## src/rtl/retry_pkg.sv

```systemverilog
`default_nettype none
// ============================================================================
// retry_pkg : states, subtype codes and field offsets of RETRY control flits
// Revision  : 1.0
// ============================================================================
package retry_pkg;

  typedef enum logic [1:0] {
    IDLE  = 2'd0,
    FRAME = 2'd1,
    REQ   = 2'd2,
    ACK   = 2'd3
  } rcfp_state_e;

  localparam logic [3:0] LLCTRL_RETRY  = 4'h3;
  localparam logic [3:0] SUBTYPE_FRAME = 4'h3;
  localparam logic [3:0] SUBTYPE_REQ   = 4'h1;
  localparam logic [3:0] SUBTYPE_ACK   = 4'h2;

  // Bit offsets inside the flit; the unpacker decodes with the same values.
  localparam int CTRL_BIT          = 0;
  localparam int LLCTRL_LSB        = 4;
  localparam int SUBTYPE_LSB       = 8;
  localparam int REQ_NUM_RETRY_LSB = 32;
  localparam int REQ_NUM_PHY_LSB   = 40;
  localparam int REQ_ESEQ_LSB      = 48;
  localparam int ACK_EMPTY_BIT     = 32;
  localparam int ACK_NUM_RETRY_LSB = 33;
  localparam int ACK_NUM_PHY_LSB   = 40;
  localparam int ACK_WRT_PTR_LSB   = 48;
  localparam int ACK_FREE_BUFF_LSB = 56;

  typedef struct packed {
    logic [4:0] num_retry;
    logic [4:0] num_phy_reinit;
    logic [7:0] eseq;
    logic [7:0] wrt_ptr;
    logic [7:0] num_free_buff;
    logic       empty;
  } retry_snap_t;

  function automatic logic [3:0] subtype_of(input rcfp_state_e st);
    case (st)
      FRAME:   return SUBTYPE_FRAME;
      REQ:     return SUBTYPE_REQ;
      ACK:     return SUBTYPE_ACK;
      default: return 4'h0;
    endcase
  endfunction

endpackage
`default_nettype wire

```

## src/rtl/retry_ctrl_flit_fmt.sv

```systemverilog
`default_nettype none
// ============================================================================
// retry_ctrl_flit_fmt : combinational assembly of one RETRY control flit
// Revision            : 1.0
// ============================================================================
module retry_ctrl_flit_fmt
  import retry_pkg::*;
#(
  parameter int FLIT_W = 512
) (
  input  logic              i_valid,
  input  logic [3:0]        i_subtype,
  input  retry_snap_t       i_snap,
  output logic [FLIT_W-1:0] o_flit
);

  always_comb begin
    o_flit = '0;
    if (i_valid) begin
      o_flit[CTRL_BIT]              = 1'b1;
      o_flit[LLCTRL_LSB +: 4]       = LLCTRL_RETRY;
      o_flit[SUBTYPE_LSB +: 4]      = i_subtype;
      case (i_subtype)
        SUBTYPE_REQ: begin
          o_flit[REQ_NUM_RETRY_LSB +: 5] = i_snap.num_retry;
          o_flit[REQ_NUM_PHY_LSB +: 5]   = i_snap.num_phy_reinit;
          o_flit[REQ_ESEQ_LSB +: 8]      = i_snap.eseq;
        end
        SUBTYPE_ACK: begin
          o_flit[ACK_EMPTY_BIT]          = i_snap.empty;
          o_flit[ACK_NUM_RETRY_LSB +: 5] = i_snap.num_retry;
          o_flit[ACK_NUM_PHY_LSB +: 5]   = i_snap.num_phy_reinit;
          o_flit[ACK_WRT_PTR_LSB +: 8]   = i_snap.wrt_ptr;
          o_flit[ACK_FREE_BUFF_LSB +: 8] = i_snap.num_free_buff;
        end
        default: ;
      endcase
    end
  end

endmodule
`default_nettype wire

```

## src/rtl/retry_ctrl_flit_packer.sv

```systemverilog
`default_nettype none
// ============================================================================
// retry_ctrl_flit_packer : sequences RETRY.Frame x N + Req/Ack flits to the CRC
// Revision               : 1.0
// ============================================================================
module retry_ctrl_flit_packer
  import retry_pkg::*;
#(
  parameter int NUM_FRAMES = 5,
  parameter int FLIT_W     = 512
) (
  input  logic              i_clk,
  input  logic              i_rst_n,
  input  logic              i_pl_lnk_up,
  input  logic              retry_send_req_seq,
  input  logic              retry_send_ack_seq,
  input  logic [4:0]        retry_num_retry,
  input  logic [4:0]        retry_num_phy_reinit,
  input  logic [7:0]        retry_eseq,
  input  logic [7:0]        retry_wrt_ptr,
  input  logic [7:0]        retry_num_free_buff,
  input  logic              retry_set_ack_bit,
  input  logic              i_flit_ready,
  output logic              o_flit_valid,
  output logic [FLIT_W-1:0] o_flit,
  output logic              o_req_sent,
  output logic              o_ack_sent,
  output logic              o_busy
);

  localparam logic [3:0] LAST_FRAME = 4'(NUM_FRAMES - 1);

  rcfp_state_e state_q, state_d;
  rcfp_state_e cur_type_q, cur_type_d;
  logic [3:0]  frame_cnt_q, frame_cnt_d;
  logic        req_pend_q, req_pend_d;
  logic        ack_pend_q, ack_pend_d;
  retry_snap_t snap_q, snap_d;
  logic        valid_q, valid_d;
  logic        req_sent_q, req_sent_d;
  logic        ack_sent_q, ack_sent_d;
  logic        busy_q, busy_d;

  logic        w_accept;
  retry_snap_t w_live_snap;

  assign w_accept                   = valid_q & i_flit_ready;
  assign w_live_snap.num_retry      = retry_num_retry;
  assign w_live_snap.num_phy_reinit = retry_num_phy_reinit;
  assign w_live_snap.eseq           = retry_eseq;
  assign w_live_snap.wrt_ptr        = retry_wrt_ptr;
  assign w_live_snap.num_free_buff  = retry_num_free_buff;
  assign w_live_snap.empty          = retry_set_ack_bit;

  always_comb begin
    state_d     = state_q;
    cur_type_d  = cur_type_q;
    frame_cnt_d = frame_cnt_q;
    snap_d      = snap_q;
    // A pulse for a type already pending or in flight is simply absorbed.
    req_pend_d  = req_pend_q | retry_send_req_seq;
    ack_pend_d  = ack_pend_q | retry_send_ack_seq;
    req_sent_d  = 1'b0;
    ack_sent_d  = 1'b0;

    case (state_q)
      IDLE: begin
        if (ack_pend_q || req_pend_q) begin
          state_d     = FRAME;
          cur_type_d  = ack_pend_q ? ACK : REQ;
          snap_d      = w_live_snap;
          frame_cnt_d = 4'd0;
        end
      end
      FRAME: begin
        if (w_accept) begin
          if (frame_cnt_q == LAST_FRAME) begin
            state_d     = cur_type_q;
            frame_cnt_d = 4'd0;
          end else begin
            frame_cnt_d = frame_cnt_q + 4'd1;
          end
        end
      end
      REQ: begin
        if (w_accept) begin
          req_sent_d = 1'b1;
          req_pend_d = 1'b0;
          if (ack_pend_q) begin
            state_d    = FRAME;
            cur_type_d = ACK;
            snap_d     = w_live_snap;
          end else begin
            state_d = IDLE;
          end
        end
      end
      ACK: begin
        if (w_accept) begin
          ack_sent_d = 1'b1;
          ack_pend_d = 1'b0;
          if (req_pend_q) begin
            state_d    = FRAME;
            cur_type_d = REQ;
            snap_d     = w_live_snap;
          end else begin
            state_d = IDLE;
          end
        end
      end
      default: state_d = IDLE;
    endcase

    // Link loss drops everything, including a flit accepted in the same cycle.
    if (!i_pl_lnk_up) begin
      state_d     = IDLE;
      frame_cnt_d = 4'd0;
      req_pend_d  = 1'b0;
      ack_pend_d  = 1'b0;
      req_sent_d  = 1'b0;
      ack_sent_d  = 1'b0;
    end

    valid_d = (state_d != IDLE);
    busy_d  = valid_d | req_pend_d | ack_pend_d;
  end

  always_ff @(posedge i_clk or negedge i_rst_n) begin
    if (!i_rst_n) begin
      state_q     <= IDLE;
      cur_type_q  <= REQ;
      frame_cnt_q <= 4'd0;
      req_pend_q  <= 1'b0;
      ack_pend_q  <= 1'b0;
      snap_q      <= '0;
      valid_q     <= 1'b0;
      req_sent_q  <= 1'b0;
      ack_sent_q  <= 1'b0;
      busy_q      <= 1'b0;
    end else begin
      state_q     <= state_d;
      cur_type_q  <= cur_type_d;
      frame_cnt_q <= frame_cnt_d;
      req_pend_q  <= req_pend_d;
      ack_pend_q  <= ack_pend_d;
      snap_q      <= snap_d;
      valid_q     <= valid_d;
      req_sent_q  <= req_sent_d;
      ack_sent_q  <= ack_sent_d;
      busy_q      <= busy_d;
    end
  end

  retry_ctrl_flit_fmt #(
    .FLIT_W (FLIT_W)
  ) u_fmt (
    .i_valid   (valid_q),
    .i_subtype (subtype_of(state_q)),
    .i_snap    (snap_q),
    .o_flit    (o_flit)
  );

  assign o_flit_valid = valid_q;
  assign o_req_sent   = req_sent_q;
  assign o_ack_sent   = ack_sent_q;
  assign o_busy       = busy_q;

endmodule
`default_nettype wire

```

## config.mk

```make
export PLATFORM = sky130hd
export DESIGN_NAME = retry_ctrl_flit_packer
export DESIGN_NICKNAME = d
export VERILOG_FILES = /design/src/rtl/retry_pkg.sv /design/src/rtl/retry_ctrl_flit_fmt.sv /design/src/rtl/retry_ctrl_flit_packer.sv
export SDC_FILE = /design/constraint.sdc
export NUM_CORES = 1
export LEC_CHECK = 0
export ABC_AREA = 0
export BUFFER_PORTS_ARGS = -buffer_cell sky130_fd_sc_hd__buf_2
export CORE_AREA = 3 3 218 220
export DETAILED_ROUTE_END_ITERATION = 8
export DIE_AREA = 0 0 221 223
export GPL_TIMING_DRIVEN = 0
export PLACE_DENSITY = 0.43
export REMOVE_ABC_BUFFERS = 1
export SLEW_MARGIN = 20
export SYNTH_ARGS = -nofsm -noshare
export SYNTH_HDL_FRONTEND = slang
export SYNTH_SLANG_ARGS = --single-unit
export TNS_END_PERCENT = 30
```

## constraint.sdc

```tcl
create_clock -name i_clk -period 2.7 [get_ports i_clk]
set_input_delay 0.405 -clock i_clk [delete_from_list [all_inputs] [get_ports i_clk]]
set_output_delay 0.405 -clock i_clk [all_outputs]
set_load 0.02 [all_outputs]
```

==> impl_metrics.toml <==
[detailed_routing]
num_vias = 3035
highest_layer = "met5"
drt_pass1_iterations = 4
drc = 0
wl_met3_um = 1490
antenna_left = 0
wirelength_um = 11900
wire_per_inst_um = 8.80
wl_met2_um = 6350
wl_met1_um = 3890
first_iter_violations = 119
vias_per_cell = 2.24

[power_and_ir_drop]
p_per_area_nw_per_um2 = 688
p_switching_uw = 1670
pwr-share-clk_pct = 20.7
ir_drop_mv = 0.344
p_int_uw = 2190
p_comb_share_pct = 46.0
switching_share_pct = 43.2
p_leak_uw = 0.00320
p_seq_share_pct = 33.3
totalPowerFinal_uw = 3850

[synth]
synth-async-reset-ratio_pct = 100
ys_ff_latch = 48
netlist_area_um2 = 6150
synth_enable_flop_cells = 0
synth.distinct_cells = 36
synthFlopType = "dfrtp_1"
synth_seq_area_share_pct = 19.5
yosysWarnings = 0
syn_area_per_cell_um2 = 8.97
syn_inst = 685

[critical_path]
worst_ep_required_time_ns = 2.89
r2r-end = "snap_q[2]$_DFFE_PN0P_"
crit_start = "state_q[0]$_DFF_PN0_"
timing.critical_path.to = "snap_q[2]$_DFFE_PN0P_"
slowest_stage = "or3b_1"
cp_slowest_stage_delay_ns = 0.51
critPathTopFamily = "buffers and inverters"
path_max_fanout = 14
ff2ff_setup_slack_ns = 0.19
critPathLaunchType = "flop"
cpMostUsedCell = "buf_16"
timing.rr.start = "state_q[0]$_DFF_PN0_"
worstRegToRegCells = 7
end_kind = "flop"
crit_cells = 7
cp_num_buf_inv = 3
critPathKind = "reg -> reg"
cp_cell_sequence = "inv_1 -> ha_1 -> or3b_1 -> o211ai_4 -> buf_16 -> buf_16 -> mux2_2"
cp.arrival_ns = 2.70

[final_layout]
mostFrequentLayoutCells = "conb_1 (480), buf_2 (75), dfrtp_1 (47)"
drive_above_1_share_pct = 17.1
final_common_cell = "conb_1"
fin_nets = 802
nFillCells = 5251
syn_to_final_growth_pct = -8.92
antenna_cells = 0

[timing]
worstMarginPinSlew_ns = 0.724
relSlewSlack_pct = 51.8
fin_crit_sh_pct = 92.8
min_period_ns = 2.51
setup_viol = 0
fin_skew_ns = 0.00813
maxSlewViolCount = 0
hold_viol = 0
grt_setup_unrepaired = "no"
max_freq_ghz = 0.399
finalSetupTns_ns = 0

[die]
die_w_um = 221
coreArea_um2 = 45500
start_util_pct = 13.5
pin_count = 557
fp-row-count = 78
dieArea_um2 = 49300
die_h_um = 223

[global_routing]
grt_max_degree = 49
first_global_vias = 2381
antenna_found_initial = 3
grtUsageTotal_pct = 4.04
grt_pass1_wl_um = 15000
grt_overflow = 0

[clocking]
cts_sinks = 48
clockBufferDepth = 2
clkTransAtPathRegs_ns = 0.08
cts_inserted_buffers = 5
cts_tree = "built"
cts_htree_levels = 2
worstSkewPairLatency_ns = 0.31
postCtsSetupRepairBufs = 0
cts_root_buf = "clkbuf_16"

[place]
place.gp.congestion = 0.653
hpwl_um = 9550
io_buffers = 76

[status]
status = "completed"

[hold_path]
worst_hold_path_type = "in -> async"

[run]
max-cap-violations = 0
power by group through the flow:
stage / combinational, uW / clock [uW] / sequential [uW]
floorplan: 1400 / 0 / 1230
global placement: 1680 / 0 / 1290
detailed placement: 1780 / 0 / 1290
CTS: 1770 / 858 / 1280
global route: 1910 / 873 / 1330
finish: 1770 / 798 / 1280
worst reg2reg max path, cell delays in order, from the launching register on:
cell      delay (ns)
dfrtp_1         0.46
inv_1           0.14
ha_1            0.27
or3b_1          0.51
o211ai_4        0.28
buf_16          0.21
buf_16          0.18
mux2_2          0.34
flip-flops by register name (all words and copies together), names as in the netlist:
register / flops
o_flit_valid: 1
state_q: 2
o_busy: 1
ack_pend_q: 1
req_pend_q: 1
frame_cnt_q: 4
o_req_sent: 1
cur_type_q: 1
o_ack_sent: 1
snap_q: 35
worst min-delay path by stage:
stage | startpoint | end | slack [ns] | depth (start not counted)
finish | i_rst_n | snap_q[29]$_DFFE_PN0P_ | 0.16 | 1
global route | i_rst_n | snap_q[29]$_DFFE_PN0P_ | 0.20 | 1
CTS | i_rst_n | snap_q[29]$_DFFE_PN0P_ | 0.17 | 1
detailed placement | snap_q[28]$_DFFE_PN0P_ | snap_q[28]$_DFFE_PN0P_ | 0.48 | 1
global placement | snap_q[4]$_DFFE_PN0P_ | snap_q[4]$_DFFE_PN0P_ | 0.48 | 1
floorplan | i_rst_n | ack_pend_q$_DFF_PN0_ | 0.11 | 0
synth_stat cells (all sizes together) (2+ instances only):
cell type,number,area [um2]
o22ai,2,12.5
inv,10,37.5
nor3,2,10.0
a21oi,6,30.0
nor2,5,18.8
clkbuf,6,22.5
and3,13,81.3
nand2,8,30.0
and2,9,56.3
nand4,2,12.5
a41oi,2,17.5
buf,490,3710
dfrtp,48,1200
a22o,13,114
nand3,3,15.0
o21ai,7,35.0
mux2,37,529
ha,7,87.6
o21a,2,15.0
cell type report:
| type | instances | area [um2] | share of cell area (%) |
|---|---|---|---|
| Inverter | 10 | 37.5 | 0.670 |
| Timing Repair Buffer | 79 | 453 | 8.09 |
| Sequential cell | 48 | 1200 | 21.5 |
| Tap cell | 600 | 751 | 13.4 |
| Clock buffer | 6 | 139 | 2.48 |
| Multi-Input combinational cell | 610 | 2980 | 53.2 |
| Clock inverter | 2 | 38.8 | 0.693 |
layer usage:
layer,vias to the layer above,GRT usage (%)
met5,-,0
met4,6,1.50
met3,13,1.64
met2,272,7.38
met1,1400,4.14
li1,1344,-
metrics by stage:
stage / cell area (um2) / setup slack (ns) / instances / util (%) / hold WS (ns)
after floorplan: 4210 / 0.0234 / 668 / - / 0.109
after global placement: 5340 / -0.741 / 1344 / 11.7 / 0.480
after detailed placement: 5410 / -0.170 / 1347 / 11.9 / 0.483
after CTS: 5600 / 0.0108 / 1355 / 12.3 / 0.170
after global routing: 5600 / 0.00992 / 1355 / 12.3 / 0.196
final: 5600 / 0.195 / 1355 / 12.3 / 0.158
repair_timing:
item / 4_1_cts / 5_1_grt
pin swaps: 0 / 0
endpoints found under the setup margin: 28 / 13
gates cloned: 0 / 0
gates resized for setup: 4 / 1
hold buffers: 0 / 0
cells by family (layout without fill, tap and decap cells):
| kind of cell | count (synthesis) | count (layout) | share of synthesized area (%) |
|---|---|---|---|
| AOI/OAI and AO/OA | 38 | 38 | 4.64 |
| and+or+nand+nor | 48 | 48 | 4.36 |
| DFF | 48 | 48 | 19.5 |
| adders and majority gates | 7 | 7 | 1.42 |
| muxes | 37 | 37 | 8.61 |
| other | 1 | 480 | 0.0610 |
| buffers and inverters | 506 | 97 | 61.4 |
No activity file was read; power rests on OpenSTA's default activity.
